### config.mk
export PLATFORM = sky130hd
export DESIGN_NAME = core_wb_arbiter
export DESIGN_NICKNAME = d
export VERILOG_FILES = /design/src/rtl/core_wb_arbiter.sv
export SDC_FILE = /design/constraint.sdc
export NUM_CORES = 1
export LEC_CHECK = 0
export CAP_MARGIN = 20
export CORE_MARGIN = 2
export CORE_UTILIZATION = 43
export DETAILED_ROUTE_END_ITERATION = 8
export PLACE_DENSITY_LB_ADDON = 0.2
export SYNTH_ARGS = -nofsm -noshare
export SYNTH_HDL_FRONTEND = slang
export SYNTH_SLANG_ARGS = --single-unit
### constraint.sdc
create_clock -name clk -period 2.4 [get_ports clk]
set_input_delay 0.36 -clock clk [delete_from_list [all_inputs] [get_ports clk]]
set_output_delay 0.36 -clock clk [all_outputs]
set_load 0.005 [all_outputs]
### src/rtl/core_wb_arbiter.sv
// Register-file write-port arbiter: merges pipeline writeback with buffered
// coprocessor results. A starvation guard forces the FIFO head out after a bounded wait.
module core_wb_arbiter #(
  parameter int DATA_WIDTH     = 32,
  parameter int REG_DEPTH      = 32,
  parameter int REG_ADDR_WIDTH = 5,
  parameter int FIFO_DEPTH     = 2,
  parameter int STARVE_LIMIT   = 4
) (
  input  logic                          clk,
  input  logic                          rst_n,
  input  logic                          wb_valid,
  output logic                          wb_ready,
  input  logic [REG_ADDR_WIDTH-1:0]     wb_rd,
  input  logic [DATA_WIDTH-1:0]         wb_data,
  input  logic                          cp_valid,
  output logic                          cp_ready,
  input  logic [REG_ADDR_WIDTH-1:0]     cp_rd,
  input  logic [DATA_WIDTH-1:0]         cp_data,
  output logic                          rf_we,
  output logic [REG_ADDR_WIDTH-1:0]     rf_waddr,
  output logic [DATA_WIDTH-1:0]         rf_wdata,
  output logic [REG_DEPTH-1:0]          pending_mask,
  output logic [$clog2(FIFO_DEPTH):0]   fifo_count
);

  localparam int PTR_W = $clog2(FIFO_DEPTH);
  localparam int CNT_W = $clog2(FIFO_DEPTH) + 1;
  localparam int AGE_W = $clog2(STARVE_LIMIT + 1);

  // Handshake rule for both sources: a transfer happens at a rising edge
  // where valid && ready; ready never depends on the same-cycle valid.
  typedef enum logic [1:0] {
    GNT_NONE = 2'd0,
    GNT_WB   = 2'd1,
    GNT_CP   = 2'd2
  } grant_e;

  logic [REG_ADDR_WIDTH-1:0] mem_rd   [FIFO_DEPTH];
  logic [DATA_WIDTH-1:0]     mem_data [FIFO_DEPTH];
  logic [FIFO_DEPTH-1:0]     slot_vld;
  logic [PTR_W-1:0]          rd_ptr;
  logic [PTR_W-1:0]          wr_ptr;
  logic [CNT_W-1:0]          count;
  logic [AGE_W-1:0]          age;
  logic                      fifo_empty;
  logic                      starve;
  logic                      push;
  logic                      pop;
  grant_e                    grant;

  assign fifo_empty = (count == '0);
  assign cp_ready   = (count < CNT_W'(FIFO_DEPTH));
  assign starve     = (age == AGE_W'(STARVE_LIMIT)) && !fifo_empty;
  assign wb_ready   = !starve;
  // x0 results complete the handshake but are dropped here.
  assign push       = cp_valid && cp_ready && (cp_rd != '0);
  assign pop        = (grant == GNT_CP);
  assign fifo_count = count;

  always_comb begin
    grant = GNT_NONE;
    if (starve) begin
      grant = GNT_CP;
    end else if (wb_valid && (wb_rd != '0)) begin
      grant = GNT_WB;
    end else if (!fifo_empty) begin
      grant = GNT_CP;
    end
  end

  always_comb begin
    pending_mask = '0;
    for (int i = 0; i < FIFO_DEPTH; i++) begin
      if (slot_vld[i]) begin
        pending_mask[mem_rd[i]] = 1'b1;
      end
    end
  end

  // Storage needs no reset: slot_vld qualifies every entry.
  always_ff @(posedge clk) begin
    if (push) begin
      mem_rd[wr_ptr]   <= cp_rd;
      mem_data[wr_ptr] <= cp_data;
    end
  end

  always_ff @(posedge clk or negedge rst_n) begin
    if (!rst_n) begin
      slot_vld <= '0;
      rd_ptr   <= '0;
      wr_ptr   <= '0;
      count    <= '0;
      age      <= '0;
    end else begin
      if (pop) begin
        slot_vld[rd_ptr] <= 1'b0;
        rd_ptr           <= rd_ptr + 1'b1;
      end
      // Push only happens when not full, so wr_ptr never equals a popping rd_ptr.
      if (push) begin
        slot_vld[wr_ptr] <= 1'b1;
        wr_ptr           <= wr_ptr + 1'b1;
      end
      case ({push, pop})
        2'b10:   count <= count + 1'b1;
        2'b01:   count <= count - 1'b1;
        default: count <= count;
      endcase
      if (fifo_empty || pop) begin
        age <= '0;
      end else if (age != AGE_W'(STARVE_LIMIT)) begin
        age <= age + 1'b1;
      end
    end
  end

  always_ff @(posedge clk or negedge rst_n) begin
    if (!rst_n) begin
      rf_we    <= 1'b0;
      rf_waddr <= '0;
      rf_wdata <= '0;
    end else begin
      case (grant)
        GNT_WB: begin
          rf_we    <= 1'b1;
          rf_waddr <= wb_rd;
          rf_wdata <= wb_data;
        end
        GNT_CP: begin
          rf_we    <= 1'b1;
          rf_waddr <= mem_rd[rd_ptr];
          rf_wdata <= mem_data[rd_ptr];
        end
        default: begin
          rf_we <= 1'b0;
        end
      endcase
    end
  end

endmodule

======== After elaboration in Yosys (flattened, before gate mapping) ========
Memories as Yosys holds them, arrays and structs flattened.
Index checks and enable logic that the tools add are counted.
storage, ports and cells
  memories ................................ 2
  bits in writable memories ............... 74
  output and inout bits ................... 74
  flip-flop bits (word level) ............. 47
  word-level logic and storage cells ...... 75
  input bits .............................. 78
cells by class
  magnitude comparators ................... 9
  multiplexer cells ....................... 23
  eq/ne operators ......................... 6
  reductions and logical operators ........ 18
  bitwise gates (word level) .............. 4
  add/subtract/negate cells ............... 5
memories
  name      depth  bits a word  read ports  clocked after Yosys merged registers in  write ports  line  source
  mem_data  2      32           1           0                                        1            40    logic [DATA_WIDTH-1:0] mem_data [FIFO_DEPTH];
  mem_rd    2      5            3           0                                        1            39    logic [REG_ADDR_WIDTH-1:0] mem_rd [FIFO_DEPTH];
operator list
  kind                                                                           count
  32-bit 2-to-1 mux                                                              2
  32-bit one-hot mux with 2 select lines                                         1
  32-bit bitwise OR                                                              1
  5-bit by 6-bit less-than comparator with 1-bit output (second input constant)  2
  1-bit demux with 5-bit select                                                  2
  5-bit by 1-bit >= comparator with 1-bit output (second input constant)         2
  2-bit 2-to-1 mux                                                               5
  5-bit one-hot mux with 2 select lines                                          1
  5-bit nonzero test                                                             2
  1-bit logical AND                                                              8
  1-bit 2-to-1 mux                                                               7
  3-bit 2-to-1 mux                                                               2
  2-bit nonzero test                                                             3
  2-bit by 1-bit == test with 1-bit output (second input constant)               2
  2-bit == test (second input constant)                                          2
  1-bit by 2-bit less-than comparator with 1-bit output (second input constant)  2
  2-bit one-hot mux with 2 select lines                                          1
  3-bit by 1-bit adder with 3-bit output (second input constant)                 1
  3-bit == test (second input constant)                                          1
  3-bit != test (second input constant)                                          1
  1-bit adder (second input constant)                                            2
  2-bit by 1-bit adder with 2-bit output (second input constant)                 1
  2-bit bitwise AND                                                              1
  1-bit demux with 1-bit select                                                  2
  9 further kinds                                                                11

======== Depth between registers and ports, before layout ========
  word-level depth ........................ 9
  mapped depth ............................ 12
  gate-level depth less buffers ........... 10

======== Worst setup path after synthesis ========
OpenSTA, ideal clock, no wires.
  path type ............................... register to register
  start ................................... register count[1], in the netlist fifo_count[1]
  end ..................................... memory mem_data[0][0], enable pin
  setup time .............................. 0.431 ns
  required time ........................... 1.969 ns
  stages on the path, launching flop included .. 4
  setup slack ............................. -0.282 ns
  arrival time ............................ 2.250 ns
  cells stage by stage .................... dfrtp_1 -> inv_1 -> o211ai_4 -> nor2_1
between the ends
  cells in the longest elaborated chain, start to end .. 5
ends and longest elaborated chain
  item                                    line  source
  from (decl)                             44    logic [CNT_W-1:0] count;
  from (signal assigned)                  107   2'b10: count <= count + 1'b1;
  from (signal assigned)                  108   2'b01: count <= count - 1'b1;
  from (signal assigned)                  109   default: count <= count;
  2-bit less-than comparator              53    assign cp_ready = (count < CNT_W'(FIFO_DEPTH));
  named net cp_ready                      17    output logic cp_ready,
  1-bit logical AND (2 in series)         57    assign push = cp_valid && cp_ready && (cp_rd != '0);
  1-bit 2-to-1 mux                        83    if (push) begin
  1-bit 2-to-1 mux (implied by the code)  85    mem_data[wr_ptr] <= cp_data;
  to (decl)                               40
The timed path passes the listed nets, and every way through them passes these cells.

==> results.cfg <==
[logic_synthesis]
syn-cell-area_um2 = 5220
synth_area_per_cell_um2 = 13.2
synth.area.top_cells = edfxtp_1, dfrtp_1, mux2i_1, a211oi_1, a21o_1
ys_ff_latch = 121
ys_types = 29
synth-edff-count = 74
netlist_instances = 396
ys_seq_area_share_pct = 65.1
synth.most_common_cell = edfxtp_1
synth_top_cells_by_count = edfxtp_1, dfrtp_1, nor2_1
yosysWarnings = 0
synth-async-reset-ratio_pct = 38.8
synth_ff_type = edfxtp_1
synth_top_cell_by_area = edfxtp_1
yosys.area.top_type_share_pct = 42.6
synth_nets = 478

[clock_network]
clock_latency_ps = 410
htree_levels = 4
cts_tree = yes
clk_pin_slew_worst_paths_ps = 50
clock_path_buffers = 2
numCtsBuffers = 17
cts-hold-fix-buffers = 0
clock-sinks = 121
cts-root-buf = clkbuf_16

[sta]
worst_hold_slack_ps = 73.7
min_period_over_period_pct = 98.7
setup_viol_count_final = 0
min_period_ps = 2370
finClkSkew_ps = 5.25
slew_headroom_pct = 55.9
max_freq_ghz = 0.422
finalHoldViolCount = 0
worst_slew_pin_slew_ps = 661
final_max_slew_viol_count = 0

[global_route]
antenna_found_initial = 0
grt_max_degree = 48
grt_pass1_vias = 4110
grt_overflow = 0
grtUsageTotal_pct = 20.4
grt_pass1_wl_um = 20200

[critical_path]
endpoint_kind = output pin
worstPathArrival_ps = 2010
cp_max_fo = 6
crit_path_start_kind = flip-flop
path_class = reg -> out
cp_data_required_time_ps = 2040

[floorplan]
die-area_um2 = 13000
die_h_um = 114
die_w_um = 114
pin_count = 152
initial_core_util_pct = 43.8
core_area_um2 = 11900
rows = 40

[place]
dpl_cell_area_um2 = 7000
port_buffers = 151
dp_cells = 682
gp_congestion = 0.798
dp_hpwl_um = 8450

[finish]
fill_cells = 868
instances_no_fill = 751
layout.nets = 673
synthToLayoutAreaGrowth_pct = 55.1
drive_gt1_share_pct = 17.9
n_antenna_cell = 0
final_area_um2 = 8090

[run]
max-cap-violations = 0

[power_and_ir_drop]
powerDensity_nw_per_um2 = 1190
p_leak_nw = 3.68
ir_worst_vdd_uv = 682
total_power_mw = 9.60

[routing]
vias = 4082
drt.antenna.violating_nets = 0
drt_iter0_drc = 294
vias_per_cell = 5.44
routed_wl_um = 13200
drt_pre_antenna_iters = 4
drc = 0
wire_per_inst_um = 17.5

[status]
outcome = finished, final reports clean

[worst_hold_path]
hold_path_class = in -> async
[worst max-delay path, stage by stage, from the launching register on]
cell and delay, ps:
edfxtp_1 500, or3b_4 450, o22ai_2 140, clkdlybuf4s50_1 510
[registers in the layout (all words and copies together), names as in the netlist]
register and count:
rf_waddr 5, rf_we 1, rd_ptr 1, fifo_count 2
wr_ptr 1, rf_wdata 32, age 3, mem_data 64
mem_rd 10, slot_vld 2
[worst paths after layout]
path / depth (start not counted) / slack [ps] / endpoint / start
max: 3 / 30 / pending_mask[10] / mem_rd[0][4]
min: 2 / 70 / rf_waddr[0] / rst_n
max reg2reg: 10 / 200 / rf_wdata[14] / age[0]
min reg2reg: 1 / 480 / rf_waddr[0] / rf_waddr[0]
max in group asynchronous: 2 / 1850 / rd_ptr / rst_n
min in group clk: 1 / 480 / rf_waddr[0] / rf_waddr[0]
[layer usage]
layer	global-route usage [%]	wire length, um
met3	5.40	676
met5	0	0
met1	24.2	5510
met2	34.9	6670
met4	9.27	311
[kinds of logic (layout without fill, tap and decap cells)]
logic type	Yosys count	in the layout	synth area share (%)
flops	121	121	65.1
compound gates	113	113	15.5
xor+xnor	6	6	1.01
simple gates	83	83	7.74
buf+inv	32	240	2.59
mux	37	37	7.10
fa+ha+maj	4	4	0.959
[layout by cell type, fill, tap and decap left out, drive strengths merged]
cell type | Yosys | final
ha | 4 | 4
buf | 13 | 52
nand2 | 8 | 8
xnor2 | 5 | 5
inv | 6 | 8
xor2 | 1 | 1
or2 | 1 | 1
o21ai | 4 | 4
clkdlybuf4s50 | 0 | 125
a31oi | 1 | 1
nor3 | 2 | 2
clkbuf | 13 | 22
or4 | 1 | 1
a21oi | 1 | 1
nor2 | 47 | 47
a211oi | 37 | 37
a21o | 37 | 37
edfxtp | 74 | 74
dlymetal6s2s | 0 | 23
or3b | 6 | 6
or3 | 2 | 2
clkinvlp | 0 | 1
nand3 | 6 | 6
dfrtp | 47 | 47
bufinv | 0 | 5
o211ai | 1 | 1
mux2i | 37 | 37
clkinv | 0 | 2
dlygate4sd2 | 0 | 2
o22ai | 32 | 32
nand3b | 10 | 10
[where the power goes]
group	internal [mW]	switching (mW)	leakage [nW]
clock network	2.01	0.881	0.338
logic	1.89	1.48	2.10
registers	2.90	0.438	1.24
total	6.80	2.80	3.68
[metrics by stage]
stage          TNS [ps]  worst slack, ps  util [%]
5_1_grt           -14.9            -14.9      67.9
2_1_floorplan    -20840             -282         -
3_3_place_gp      -3.95            -3.95      58.7
6_report              0             31.6      67.9
4_1_cts           -36.0            -24.7      66.1
3_5_place_dp          0             5.51      58.7
[final cells by class]
class                      count  area (um2)  area share (%)
clock inverter                10         183            2.26
inverter                       6        22.5           0.278
clock buffer                  22         505            6.25
sequential                   121        3400            42.0
tap                          147         184            2.27
timing repair buffer         202        2020            25.0
multi-input combinational    243        1780            21.9
[what timing repair did]
action / in CTS / in global routing
setup endpoints to repair: 27 / 35
pin swaps: 2 / 8
resized for setup: 11 / 32
setup buffers: 22 / 15
No activity file was read; power rests on OpenSTA's default activity.
==> patch 1, RTL diff (same settings) <==
`DATA_WIDTH`: 32 -> 16.
--- a/src/rtl/core_wb_arbiter.sv
+++ b/src/rtl/core_wb_arbiter.sv
@@ -1,7 +1,7 @@
 // Register-file write-port arbiter: merges pipeline writeback with buffered
 // coprocessor results. A starvation guard forces the FIFO head out after a bounded wait.
 module core_wb_arbiter #(
-  parameter int DATA_WIDTH     = 32,
+  parameter int DATA_WIDTH     = 16,
   parameter int REG_DEPTH      = 32,
   parameter int REG_ADDR_WIDTH = 5,
   parameter int FIFO_DEPTH     = 2,
Interface: changed (resized cp_data, rf_wdata and wb_data); port bits go from 152 to 104. The function was not compared with the original's and may differ.
==> patch 1 against the unedited design <==
Core utilization is 3.3 points lower. Non-clock buffer count shrank 69. Power is 46% lower. Global-route usage down 1.2 points. Count of clock-buffer cells in the layout fell by 9. Routed wire length decreased by 37%. Setup slack better by 4.3 ps. Area after synthesis shrank 36%. Cell count fell by 32%. Sequential power shrank 40%. Sequential cell count shrank 48. Clock power down 68%. Register-to-register slack is essentially flat. Design area shrank 39%. Critical endpoint is now pending_mask[0]. Largest cell class unchanged.
==> patch 1: results <==
set metrics [dict create \
    status "finished clean" \
    cts-root-buf "clkbuf_8" \
    synth_edf_count 42 \
    first_global_vias 2664 \
    routabilityCongestion 0.788 \
    grt_max_degree 32 \
    dpl.hpwl_um 5660 \
    synth_fp_nets 328 \
    grt_use_total_pct 19.2 \
    ys_types 28 \
    synth_area_leaders "edfxtp_1 37%, dfrtp_1 23%, mux2i_1 6.2%" \
    path_max_fanout 7 \
    met3_usage_pct 5.37 \
    vdd_drop_max_uv 557 \
    max_slew.worst_pin.slew_ps 1060 \
    n_fill_cell 615 \
    p_leak_nw 2.04 \
    async_flop_share_pct 42.5 \
    grt_pass1_wl_um 12700 \
    fin_skew_ps 13.7 \
    cts.reportedPaths.clkPinSlew_ps 80 \
    post_drt_via_cell_ratio 5.40 \
    grtUsageMet1_pct 22.7 \
    drive_gt1_share_pct 14.7 \
    cts_max_level 3 \
    port_buffers 103 \
    synth_commonest_cells "42 x edfxtp_1, 32 x nor2_1, 32 x o22ai_1, 31 x dfrtp_1" \
    clk_latency_ps 340 \
    top_regs "mem_data x32, rf_wdata x16, mem_rd x10" \
    regArea_um2 2040 \
    seq_area_frac_synth_pct 60.5 \
]
[patch 1: metal layers]
layer | vias to the layer above | part of all wire (%)
li1 | 1303 | -
met1 | 1316 | 41
met2 | 123 | 51
met3 | 14 | 6.6
met4 | 0 | 1.9
met5 | - | 0
[patch 1: stage by stage]
step | worst slack (ps) | TNS, ps | power (mW) | instances
after floorplan | 247 | 0 | 3.12 | 278
after global placement | 17.8 | 0 | 4.06 | 475
after detailed placement | -8.19 | -161 | 4.12 | 475
after CTS | 0.718 | 0 | 5.10 | 497
after global routing | -28.6 | -77.0 | 5.44 | 510
final | 35.8 | 0 | 5.14 | 510
[patch 1: logic make-up after synthesis]
family | synth area share (%)
and+or+nand+nor | 10.2
buffers and inverters | 3.09
muxes | 6.25
adders and majority gates | 1.49
AOI/OAI and AO/OA | 16.9
xor gates and xnor gates | 1.56
DFF | 60.5
[patch 1: final timing paths]
check	slack, ps	startpoint	end
max	40	mem_rd[0][0]	pending_mask[0]
min	70	rst_n	age[1]
max reg2reg	200	age[0]	rf_wdata[12]
min reg2reg	480	rf_wdata[11]	rf_wdata[11]
max in group asynchronous	1840	rst_n	rf_wdata[2]
min in group clk	480	rf_wdata[11]	rf_wdata[11]
[patch 1: what timing repair did]
action,CTS,global route
pin swaps,0,2
resized for setup,4,11
setup buffers,6,12
setup endpoints to repair,15,22
cloned,0,0
[patch 1: layout make-up]
class                   instances  area share [%]
flip-flops and latches         73            41.2
repair buffers                133            26.2
multi-input cells             180            25.8
clock buffers                  13            3.01
well taps                     102            2.58
clock inverters                 3           0.810
inverters                       6           0.455
[patch 1: where the power goes]
group / internal [mW] / leakage, nW / switching [mW]
Combinational: 1.20 / 1.18 / 1.00
Sequential: 1.76 / 0.758 / 0.244
Clock: 0.507 / 0.0974 / 0.426
Total: 3.47 / 2.04 / 1.67
[patch 1: worst register-to-register path: cells and delay by family, from the launching register on]
kind / cells / cell delay, ps
buffers and inverters: 2 / 280
flip-flops: 1 / 410
adder cells (fa/ha/maj): 2 / 440
AND/OR/NAND/NOR: 4 / 630
AO/OA/AOI/OAI: 2 / 380
==> patch 2, RTL diff (same flow settings) <==
Made on the original files. Put one more register stage on the output `fifo_count`, cleared by the reset. The value now appears one clock later. The other outputs are not delayed to match.
--- a/src/rtl/core_wb_arbiter.sv
+++ b/src/rtl/core_wb_arbiter.sv
@@ -56,7 +56,13 @@
   // x0 results complete the handshake but are dropped here.
   assign push       = cp_valid && cp_ready && (cp_rd != '0);
   assign pop        = (grant == GNT_CP);
-  assign fifo_count = count;
+  always_ff @(posedge clk or negedge rst_n) begin
+    if (!rst_n) begin
+      fifo_count <= '0;
+    end else begin
+      fifo_count <= count;
+    end
+  end
 
   always_comb begin
     grant = GNT_NONE;
Formal check against the unedited RTL: not equivalent (Yosys sat finds a counterexample within 4 cycles, from zero or initial values and one cycle with rst_n low).
==> patch 2 against the unedited design <==
The run now ends with setup timing left. First-iteration DRC count is 14% lower. Area after synthesis is 1.1% higher. Count of clock-buffer cells in the layout is 1 lower. Sequential cell count is 2 higher. Routed wire length is 1.2% higher. Cell count is 1.1% lower. Design area is 1.9% lower. Core utilization is 1.8 points lower. Setup slack worse by 79 ps. Power is 5.6% lower.
==> patch 2: results <==
set metrics [dict create \
    setup_violations 2 \
    drt-wirelength-per-cell_um 17.9 \
    firstDrtPassIters 5 \
    grt_pass1_wl_um 20100 \
    drtIter0Drc 253 \
    post_drt_via_cell_ratio 5.48 \
    p_leak_nw 3.53 \
    dp.cells 686 \
    dpl.hpwl_um 8730 \
    dpl_cell_area_um2 7050 \
    vias 4070 \
    grt_use_total_pct 20.0 \
    fin_nets 665 \
    hp-class "reg -> reg" \
    synth_commonest_cells "74 x edfxtp_1, 49 x dfrtp_1, 48 x nor2_1" \
    totalPowerFinal_mw 9.06 \
    violations "setup timing" \
    r2r_setup_slack_ps 120 \
    path_max_fanout 8 \
    status "complete, but fails checks" \
    grt_max_degree 50 \
    synth_area_leaders "edfxtp_1 42%, dfrtp_1 23%, mux2i_1 7.0%" \
    n_fill_cell 908 \
    slew_headroom_pct 64.6 \
    setup_slack_ps -47.0 \
    switching_share_pct 30.8 \
    pwr-share-comb_pct 36.5 \
    tns_ps -48.8 \
    vdd_drop_max_uv 716 \
    ys_types 28 \
    syn_area_per_cell_um2 13.2 \
]
## patch 2: cell families (layout without fill, tap and decap cells)
group	after synthesis	in the layout	share of synthesized area (%)
flops	123	123	65.4
fa+ha+maj	4	4	0.949
mux	37	37	7.02
buf+inv	34	229	2.68
simple gates	84	84	7.64
compound gates	113	113	15.3
xor+xnor	6	6	0.996
## patch 2: worst max-delay path by stage
stage	slack [ps]	endpoint	depth (start not counted)	startpoint
floorplan	-260	mem_data[0][0]	3	count[1]
finish	-50	pending_mask[23]	4	mem_rd[1][0]
global placement	120	count[1]	6	cp_rd[0]
CTS	-20	pending_mask[9]	3	mem_rd[1][4]
global route	-80	pending_mask[23]	4	mem_rd[1][0]
detailed placement	7	rf_wdata[20]	9	wb_rd[1]
## patch 2: timing repair
item                                    in CTS  in global routing
pin swaps                                    2                  9
buffers inserted                            11                 13
endpoints found under the setup margin      21                 36
hold buffers                                 1                  0
hold endpoints to repair                    49                  0
gates resized for setup                     13                 28
## patch 2: critical path, cell delays in order, from the launching register on
cell and delay [ps]:
edfxtp_1 430, buf_4 150, nand3_1 270, o22ai_1 290, clkdlybuf4s50_1 550
## patch 2: cell type report
type	count	area (µm²)	share of cell area, %
flip-flops and latches	123	3450	43.5
repair buffers	191	1930	24.3
multi-input cells	244	1790	22.5
clock buffers	21	470	5.93
well taps	147	184	2.32
clock inverters	11	96.3	1.21
inverters	6	22.5	0.284
## patch 2: metal layers
metal | track usage (%) | vias to the layer above | wire, µm
li1 | - | 1893 | -
met1 | 25.2 | 1986 | 5540
met2 | 33.3 | 162 | 6640
met3 | 5.17 | 29 | 879
met4 | 8.03 | 0 | 268
met5 | 0 | - | 0
